[src/rtl/unified_mem_responder_pkg.sv]
// Shared definitions for the unified instruction/data memory responder.
package unified_mem_responder_pkg;

    // RV32I load/store funct3 encodings
    localparam logic [2:0] F3_B  = 3'b000;
    localparam logic [2:0] F3_H  = 3'b001;
    localparam logic [2:0] F3_W  = 3'b010;
    localparam logic [2:0] F3_BU = 3'b100;
    localparam logic [2:0] F3_HU = 3'b101;

    // Responder sequencing states
    typedef enum logic [1:0] {
        IDLE = 2'd0,
        BUSY = 2'd1,
        RESP = 2'd2
    } state_t;

    // Requesting port identifiers
    typedef enum logic {
        GNT_I = 1'b0,
        GNT_D = 1'b1
    } gnt_t;

endpackage

[src/rtl/unified_mem_responder_mem_lane_align.sv]
// Byte-lane steering for little-endian sub-word loads and stores.
module mem_lane_align
    import unified_mem_responder_pkg::*;
(
    input  logic [2:0]  funct3,
    input  logic [1:0]  addr,
    input  logic [31:0] word_in,
    input  logic [31:0] wdata,
    output logic [31:0] load_result,
    output logic [31:0] store_word,
    output logic [3:0]  byte_en,
    output logic        misalign
);

    logic [7:0]  lane_byte;
    logic [15:0] lane_half;

    // Select addressed byte/halfword, extend loads, replicate store data, build byte enables
    always_comb begin
        misalign    = 1'b0;
        lane_byte   = word_in[7:0];
        lane_half   = addr[1] ? word_in[31:16] : word_in[15:0];
        load_result = '0;
        store_word  = wdata;
        byte_en     = '0;

        case (addr)
            2'd0:    lane_byte = word_in[7:0];
            2'd1:    lane_byte = word_in[15:8];
            2'd2:    lane_byte = word_in[23:16];
            default: lane_byte = word_in[31:24];
        endcase

        case (funct3)
            F3_B, F3_BU: misalign = 1'b0;
            F3_H, F3_HU: misalign = addr[0];
            F3_W:        misalign = (addr != 2'd0);
            default:     misalign = 1'b1;
        endcase

        case (funct3)
            F3_B:    load_result = {{24{lane_byte[7]}}, lane_byte};
            F3_BU:   load_result = {24'd0, lane_byte};
            F3_H:    load_result = {{16{lane_half[15]}}, lane_half};
            F3_HU:   load_result = {16'd0, lane_half};
            F3_W:    load_result = word_in;
            default: load_result = '0;
        endcase

        case (funct3[1:0])
            2'b00: begin
                store_word = {4{wdata[7:0]}};
                case (addr)
                    2'd0:    byte_en = 4'b0001;
                    2'd1:    byte_en = 4'b0010;
                    2'd2:    byte_en = 4'b0100;
                    default: byte_en = 4'b1000;
                endcase
            end
            2'b01: begin
                store_word = {2{wdata[15:0]}};
                byte_en    = addr[1] ? 4'b1100 : 4'b0011;
            end
            2'b10: begin
                store_word = wdata;
                byte_en    = 4'b1111;
            end
            default: begin
                store_word = wdata;
                byte_en    = 4'b0000;
            end
        endcase

        if (misalign) begin
            load_result = '0;
            byte_en     = '0;
        end
    end

endmodule

[src/rtl/unified_mem_responder.sv]
// Shared IF/MEM memory responder: arbitration, fixed-latency access, ack and stall.
module unified_mem_responder
    import unified_mem_responder_pkg::*;
#(
    parameter int ADDR_W      = 8,
    parameter int DEPTH_WORDS = 64,
    parameter int LATENCY     = 1
) (
    input  logic              clk,
    input  logic              rst,
    input  logic              if_req,
    input  logic [ADDR_W-1:0] if_addr,
    output logic              if_ack,
    output logic [31:0]       if_rdata,
    input  logic              d_req,
    input  logic              d_we,
    input  logic [2:0]        d_funct3,
    input  logic [ADDR_W-1:0] d_addr,
    input  logic [31:0]       d_wdata,
    output logic              d_ack,
    output logic [31:0]       d_rdata,
    output logic              d_misalign,
    output logic              stall
);

    localparam logic [3:0] CNT_INIT = 4'(LATENCY - 1);

    logic [31:0] mem [DEPTH_WORDS];

    state_t            state_q, state_d;
    logic [3:0]        cnt_q, cnt_d;
    gnt_t              gnt_q, gnt_d;
    gnt_t              last_q, last_d;
    logic              take;

    logic              we_q;
    logic [2:0]        f3_q;
    logic [ADDR_W-1:0] addr_q;
    logic [31:0]       wdata_q;
    logic              mis_q;

    logic              access;
    logic              mem_we;
    logic [31:0]       word_rd;
    logic [31:0]       load_result;
    logic [31:0]       store_word;
    logic [3:0]        byte_en;
    logic              misalign;

    assign word_rd = mem[addr_q[ADDR_W-1:2]];
    assign access  = (state_q == BUSY) && (cnt_q == 4'd0);
    assign mem_we  = access && (gnt_q == GNT_D) && we_q && !misalign && !rst;

    assign if_ack     = (state_q == RESP) && (gnt_q == GNT_I);
    assign d_ack      = (state_q == RESP) && (gnt_q == GNT_D);
    assign d_misalign = d_ack & mis_q;
    assign stall      = (if_req & ~if_ack) | (d_req & ~d_ack);

    mem_lane_align u_align (
        .funct3      (f3_q),
        .addr        (addr_q[1:0]),
        .word_in     (word_rd),
        .wdata       (wdata_q),
        .load_result (load_result),
        .store_word  (store_word),
        .byte_en     (byte_en),
        .misalign    (misalign)
    );

    // Next-state: round-robin tie arbitration in IDLE, latency countdown in BUSY
    always_comb begin
        state_d = state_q;
        cnt_d   = cnt_q;
        gnt_d   = gnt_q;
        last_d  = last_q;
        take    = 1'b0;
        case (state_q)
            IDLE: begin
                if (if_req || d_req) begin
                    if (if_req && d_req)
                        gnt_d = (last_q == GNT_I) ? GNT_D : GNT_I;
                    else if (d_req)
                        gnt_d = GNT_D;
                    else
                        gnt_d = GNT_I;
                    take    = 1'b1;
                    last_d  = gnt_d;
                    cnt_d   = CNT_INIT;
                    state_d = BUSY;
                end
            end
            BUSY: begin
                if (cnt_q != 4'd0)
                    cnt_d = cnt_q - 4'd1;
                else
                    state_d = RESP;
            end
            RESP:    state_d = IDLE;
            default: state_d = IDLE;
        endcase
    end

    // State register, request latch and read-data registers
    always_ff @(posedge clk) begin
        if (rst) begin
            state_q  <= IDLE;
            cnt_q    <= '0;
            gnt_q    <= GNT_I;
            last_q   <= GNT_I;
            we_q     <= 1'b0;
            f3_q     <= F3_W;
            addr_q   <= '0;
            wdata_q  <= '0;
            mis_q    <= 1'b0;
            if_rdata <= '0;
            d_rdata  <= '0;
        end else begin
            state_q <= state_d;
            cnt_q   <= cnt_d;
            gnt_q   <= gnt_d;
            last_q  <= last_d;
            if (take) begin
                if (gnt_d == GNT_D) begin
                    we_q    <= d_we;
                    f3_q    <= d_funct3;
                    addr_q  <= d_addr;
                    wdata_q <= d_wdata;
                end else begin
                    we_q    <= 1'b0;
                    f3_q    <= F3_W;
                    addr_q  <= if_addr;
                    wdata_q <= '0;
                end
            end
            if (access) begin
                if (gnt_q == GNT_I) begin
                    if_rdata <= word_rd;
                end else begin
                    mis_q   <= misalign;
                    d_rdata <= (we_q || misalign) ? 32'd0 : load_result;
                end
            end
        end
    end

    // Byte-enabled storage write; contents survive reset
    always_ff @(posedge clk) begin
        if (mem_we) begin
            for (int unsigned i = 0; i < 4; i++) begin
                if (byte_en[i])
                    mem[addr_q[ADDR_W-1:2]][8*i +: 8] <= store_word[8*i +: 8];
            end
        end
    end

endmodule

[config.mk]
export PLATFORM = sky130hd
export DESIGN_NAME = unified_mem_responder
export DESIGN_NICKNAME = d
export VERILOG_FILES = /design/src/rtl/unified_mem_responder_pkg.sv /design/src/rtl/unified_mem_responder_mem_lane_align.sv /design/src/rtl/unified_mem_responder.sv
export SDC_FILE = /design/constraint.sdc
export NUM_CORES = 2
export LEC_CHECK = 0
export BUFFER_PORTS_ARGS = -buffer_cell sky130_fd_sc_hd__buf_2
export CORE_MARGIN = 4
export CORE_UTILIZATION = 45
export DETAILED_ROUTE_END_ITERATION = 8
export GPL_ROUTABILITY_DRIVEN = 0
export PLACE_DENSITY = 0.61
export SYNTH_ARGS = -nofsm -noshare
export SYNTH_HDL_FRONTEND = slang
export SYNTH_SLANG_ARGS = --single-unit
[constraint.sdc]
create_clock -name clk -period 6.2 [get_ports clk]
set_clock_uncertainty 0.15 [all_clocks]
set_input_delay 0.31 -clock clk [delete_from_list [all_inputs] [get_ports clk]]
set_output_delay 0.31 -clock clk [all_outputs]
set_load 0.005 [all_outputs]
======== Yosys cells after proc, flatten, opt, wreduce, memory -nomap -nowiden ========
Memory sizes are Yosys's and may differ from the RTL's. A register that Yosys moved wholly into a read port is not among the register bits.
Cells that the tools add are included.
cells by class
  add/subtract/negate cells ............... 1
  equality and inequality tests ........... 13
  mux-type cells .......................... 42
  bitwise operators ....................... 7
  reduce and logical (&&, ||, !) cells .... 27
operator list
  kind                  count
  $pmux W32 S5          1
  $mux W32              3
  $pmux W32 S2          1
  $pmux W4 S3           2
  $pmux W8 S3           1
  $mux W1               20
  $mux W16              1
  $mux W4               4
  $mux W6               2
  $logic_and A1 B1 Y1   8
  $mux W8               1
  $pmux W4 S2           1
  $reduce_and A2 Y1     4
  $eq A2 B1 Y1 const B  3
  $eq A2 B2 Y1 const B  3
  $eq A3 B3 Y1 const B  2
  $logic_not A2 Y1      3
  $logic_not A4 Y1      1
  $mux W2               2
  $ne A2 B2 Y1 const B  2
  $pmux W2 S2           1
  $reduce_bool A2 Y1    2
  $reduce_bool A4 Y1    1
  $reduce_or A2 Y1      2
  13 further kinds      19
storage, ports and cells
  register bits ........................... 117
  RAM bits ................................ 2048
  input port bits ......................... 56
  output and inout port bits .............. 68
  memories ................................ 1
memory list
  memory  depth  bits a word  read ports  clocked after Yosys merged registers in  wr ports  line                         text
  mem     64     32           1           1                                        1         unified_mem_responder.sv:28  logic [31:0] mem [DEPTH_WORDS];

======== Longest topological paths before layout ========
  word-level depth ........................ 8
  gate-level depth with buffers ........... 13

======== By module ========
From an unflattened synthesis, not the netlist that was laid out.
unflattened totals
  cells, all modules ...................... 4438
  area total of the unflattened synthesis .. 85161.7 um^2
modules (own cells, without submodules)
  module                 instances  cells an instance  area an instance (um^2)  sequential area each (um^2)
  unified_mem_responder  1          4260               83850.4                  63961.3
  mem_lane_align         1          178                1311.3                   0.0

======== Least setup slack after synthesis ========
OpenSTA, ideal clock, no wires.
  kind .................................... reg-to-reg
  start ................................... reg wdata_q[0]
  end ..................................... mem mem[0][24] (data pin)
  setup time .............................. 0.702 ns
  data arrival time ....................... 3.828 ns
  data required time ...................... 5.348 ns
  slack ................................... 1.519 ns
  cell stages (with the launch flop) ...... 3
  clock period less this slack ............ 4.681 ns
  path through ............................ dfxtp_1 mux2i_1 o21ai_0
on the way
  cells in the longest elaborated chain, start to end .. 1
ends and longest elaborated chain
  item                    line                                        text
  start, declared         unified_mem_responder.sv:39                 logic [31:0] wdata_q;
  start signal, assigned  unified_mem_responder.sv:127                wdata_q <= d_wdata;
  $pmux W32 S2            unified_mem_responder_mem_lane_align.sv:50  case (funct3[1:0])
  net store_word[24]      unified_mem_responder.sv:46                 logic [31:0] store_word;
  end, declared           unified_mem_responder.sv:28
The timed path passes the listed nets, and every way through them passes these cells.

==> flow_metrics.tcl <==
set metrics [dict create \
    initial_core_util 0.453 \
    power.combinational.fraction 0.172 \
    post_synth.cell_area_avg_um2 20.3 \
    syn_area_um2 85100 \
    max-vdd-ir-drop_uv 292 \
    insertion_delay_to_the_later_sink_of_the_worst_skew_pair_ps 880 \
    chipHeight_um 443 \
    clockPowerShare 0.364 \
    fill_cells 14800 \
    critPathMaxFanout 47 \
    dp_hpwl_mm 162 \
    max-slew-margin-rel -0.00576 \
    grt_max_degree 88 \
    track_usage 0.253 \
    drive_above_1_share 0.263 \
    switching_part_of_the_total_power 0.272 \
    slew_violations 15 \
    drt_iter0_drc 6013 \
    post_synth_inst_count 4192 \
    timing.setup.critical_path_class "reg2reg" \
    buffer_ports.inserted 123 \
    synthXorXnorAreaFrac 0.000206 \
    grt_pass1_vias 44400 \
    net_count_after_synthesis 4250 \
    core_area_um2 188000 \
    synth-compound-area-share 0.0335 \
    standby_leakage_power_nw 30.6 \
    violations "capacitance limit, slew limit" \
    total_routed_length_mm 249 \
    ys_seq_elements 2171 \
    synth.yosys.seq_area_share 0.752 \
    worst_path_largest_cell_delay_ps 1040 \
    gr-total-overflow 0 \
    first_pass_iters 9 \
    p_sw_mw 9.82 \
    netlist-cell-type-count 74 \
    synth.yosys.warnings 0 \
    row_count 159 \
    internal_power_mw 26.3 \
    critPathMostFrequentCell "mux4_2" \
    utilization 0.514 \
    viasPerCell 6.22 \
    grt_first_pass_wirelength_mm 348 \
    synth-simple-area-share 0.0333 \
    layout.nets 4522 \
    flow.area_growth_from_synthesis_pct 13.7 \
    cts_root_buffer "clkbuf_16" \
    final.min_clock_period_ps 4600 \
    synthArstFlopShare 0 \
    report.final.hold_viol_count 0 \
    cts-root-to-sink-buffers 3 \
    final_instance_count_without_filler_cells 7164 \
    crit_path_launch_type "register" \
    worstPathBufferInverterCount 2 \
    die_width_um 443 \
    final-setup-viol-count 0 \
    post-route-period-util 0.742 \
    fin_tns_setup_ps 0 \
    cpMaxStageDelayCell "dfxtp_4" \
    clk_pin_slew_worst_paths_ps 60 \
    critical_path.endpoint_type "register" \
    place_inst 6678 \
    rsz0062_at_grt "false" \
    synth_edf_count 2048 \
    timing.critical_path.arrival_ps 5130 \
    synthesized_area_fraction_occupied_by_adder_cells 0.000294 \
    sequentialPowerShare 0.464 \
    cts_made_buffers 216 \
    status "complete, but fails checks" \
    synth_flop_cell "edfxtp_1" \
    critical_path.cell_chain "buf_12 -> buf_4 -> mux4_2 -> mux4_2 -> mux2i_1 -> o21ai_0 -> a22oi_1 -> a221oi_1" \
    dominant_combinational_cell_family_by_area_after_synthesis "multiplexers" \
    antenna_found_initial 16 \
    cts_tree "built" \
    hold_class "in2reg" \
    routed_wire_length_per_instance_um 34.7 \
    post-route-drc-count 0 \
    antenna_left 0 \
    die-area_um2 196000 \
    clock-sinks 2171 \
    timing.fmax_ghz 0.217 \
    synthMuxAreaShare 0.165 \
    crit_family "multiplexers" \
    max_cap_violations 1 \
    cts_h_tree_depth 4 \
    worst-endpoint-required_ps 6730 \
    worstMarginPinSlew_ps 1500 \
    top_level_ports 124 \
    dr_total_vias 44500 \
    power_density_nw_per_um2 374 \
]
==> per-stage QoR <==
step / hold slack [ps] / total power [mW] / instance area [µm²] / worst slack (ps)
6_report: 41.8 / 36.2 / 96700 / 1600
5_1_grt: 9.97 / 37.2 / 96700 / 1490
4_1_cts: 7.61 / 36.2 / 96600 / 1730
3_5_place_dp: 295 / 23.2 / 88800 / 1730
3_3_place_gp: 297 / 23.2 / 88800 / 1760
2_1_floorplan: 286 / 20.8 / 85100 / 1520
==> area by class of cell <==
| class | instances | area (µm²) | share of cell area |
|---|---|---|---|
| clock inverter | 120 | 1270 | 0.0131 |
| clock buffer | 287 | 5930 | 0.0613 |
| inverter | 13 | 53.8 | 0.000556 |
| antenna | 16 | 40.0 | 0.000414 |
| tap | 2495 | 3120 | 0.0323 |
| timing repair buffer | 312 | 2380 | 0.0246 |
| multi-input combinational | 1750 | 19900 | 0.206 |
| sequential | 2171 | 64000 | 0.662 |
==> Yosys cell counts, drive strengths merged, types with 5 or more instances <==
library cell | n | area [µm²]
a31oi | 6 | 37.5
clkbuf | 112 | 424
buf | 146 | 891
a22o | 46 | 403
mux2 | 37 | 417
nor2b | 15 | 93.8
o22ai | 11 | 68.8
a311oi | 9 | 85.1
nand3 | 11 | 55.1
or2 | 8 | 50.1
o21a | 11 | 82.6
nor4 | 5 | 46.3
nor3 | 26 | 135
nor2 | 346 | 1300
a311o | 6 | 60.1
inv | 10 | 37.5
o21ai | 29 | 145
a221oi | 38 | 389
mux4 | 571 | 12900
dfxtp | 123 | 2460
and2 | 9 | 56.3
o311ai | 5 | 43.8
o2bb2ai | 7 | 61.3
o211ai | 13 | 103
nor3b | 9 | 67.6
a211oi | 22 | 165
a22oi | 60 | 450
nand2b | 9 | 56.3
nand2 | 239 | 897
and3b | 5 | 43.8
mux2i | 74 | 741
a32oi | 16 | 140
a21oi | 72 | 360
edfxtp | 2048 | 61500
==> logic make-up after synthesis <==
group | Yosys count
multiplexers | 682
XOR/XNOR | 2
AO/OA/AOI/OAI | 377
AND/OR/NAND/NOR | 687
adder cells (fa/ha/maj) | 2
flip-flops | 2171
buffers and inverters | 271
==> path summary, 6_finish.rpt <==
| check | startpoint | endpoint | slack [ps] | depth (start not counted) |
|---|---|---|---|---|
| min | d_wdata[30] | wdata_q[30]$_SDFFE_PP0P_ | 40 | 3 |
| max | register | d_rdata[3]$_SDFFE_PP0P_ | 1600 | 8 |
| max reg2reg | register | d_rdata[3]$_SDFFE_PP0P_ | 1600 | 8 |
| min reg2reg | if_rdata[23]$_SDFFE_PP0P_ | if_rdata[23]$_SDFFE_PP0P_ | 300 | 2 |
==> state kept, by name (all words and copies together) (netlist names), named ones only <==
| name | cells |
|---|---|
| wdata_q | 32 |
| state_q | 2 |
| last_q | 1 |
| cnt_q | 4 |
| mis_q | 1 |
| if_rdata | 32 |
| gnt_q | 1 |
| we_q | 1 |
| addr_q | 8 |
| d_rdata | 32 |
| f3_q | 3 |
| mem | 2048 |
==> tightest hold or removal path: cells and delay by family <==
kind                   cells  cell delay, ps
AO/OA/AOI/OAI              1             100
buffers and inverters      2             620
==> what timing repair did <==
item	in CTS	in global routing
gates resized for setup	0	0
endpoints found under the setup margin	0	0
setup buffers	0	0
endpoints found under the hold margin	65	2
hold buffers	61	2
==> per-layer routing <==
metal / part of all wire / wire length [µm] / vias to the layer above / GRT usage
met1: 0.37 / 91500 / 23600 / 0.325
li1: - / - / 17900 / -
met2: 0.48 / 118000 / 2439 / 0.395
met5: 0.00032 / 79 / - / 0.000977
met4: 0.065 / 16100 / 12 / 0.140
met3: 0.092 / 22800 / 596 / 0.0642
==> placed cells by master, fill, tap and decap left out, types with 12 or more instances in the layout <==
cell type,Yosys,layout
a21oi_1,72,72
mux2i_1,74,74
nor2b_1,15,13
edfxtp_1,2048,2048
o211ai_1,12,12
nor2_1,346,343
a32oi_1,16,16
mux2_2,36,36
clkinv_2,1,34
nor3_1,25,24
bufinv_16,0,18
a22oi_1,60,60
buf_2,76,122
clkbuf_16,0,219
a221oi_1,29,29
buf_4,34,112
mux4_2,565,565
diode_2,0,16
clkinv_1,2,41
o21ai_4,0,12
a22o_1,46,46
buf_12,0,15
o21ai_0,25,17
nand2_1,239,239
clkbuf_1,111,49
clkbuf_8,0,19
a211oi_1,22,22
dfxtp_1,123,108
dlygate4sd3_1,0,63
==> power groups by stage <==
| stage | clock network, mW | registers (mW) | logic (mW) |
|---|---|---|---|
| after global placement | 0 | 17.1 | 6.09 |
| after global routing | 13.9 | 16.8 | 6.46 |
| final | 13.1 | 16.8 | 6.24 |
| after floorplan | 0 | 16.9 | 3.90 |
| after CTS | 13.3 | 16.8 | 6.18 |
| after detailed placement | 0 | 17.1 | 6.12 |
Power figures use the tool's default switching activity.
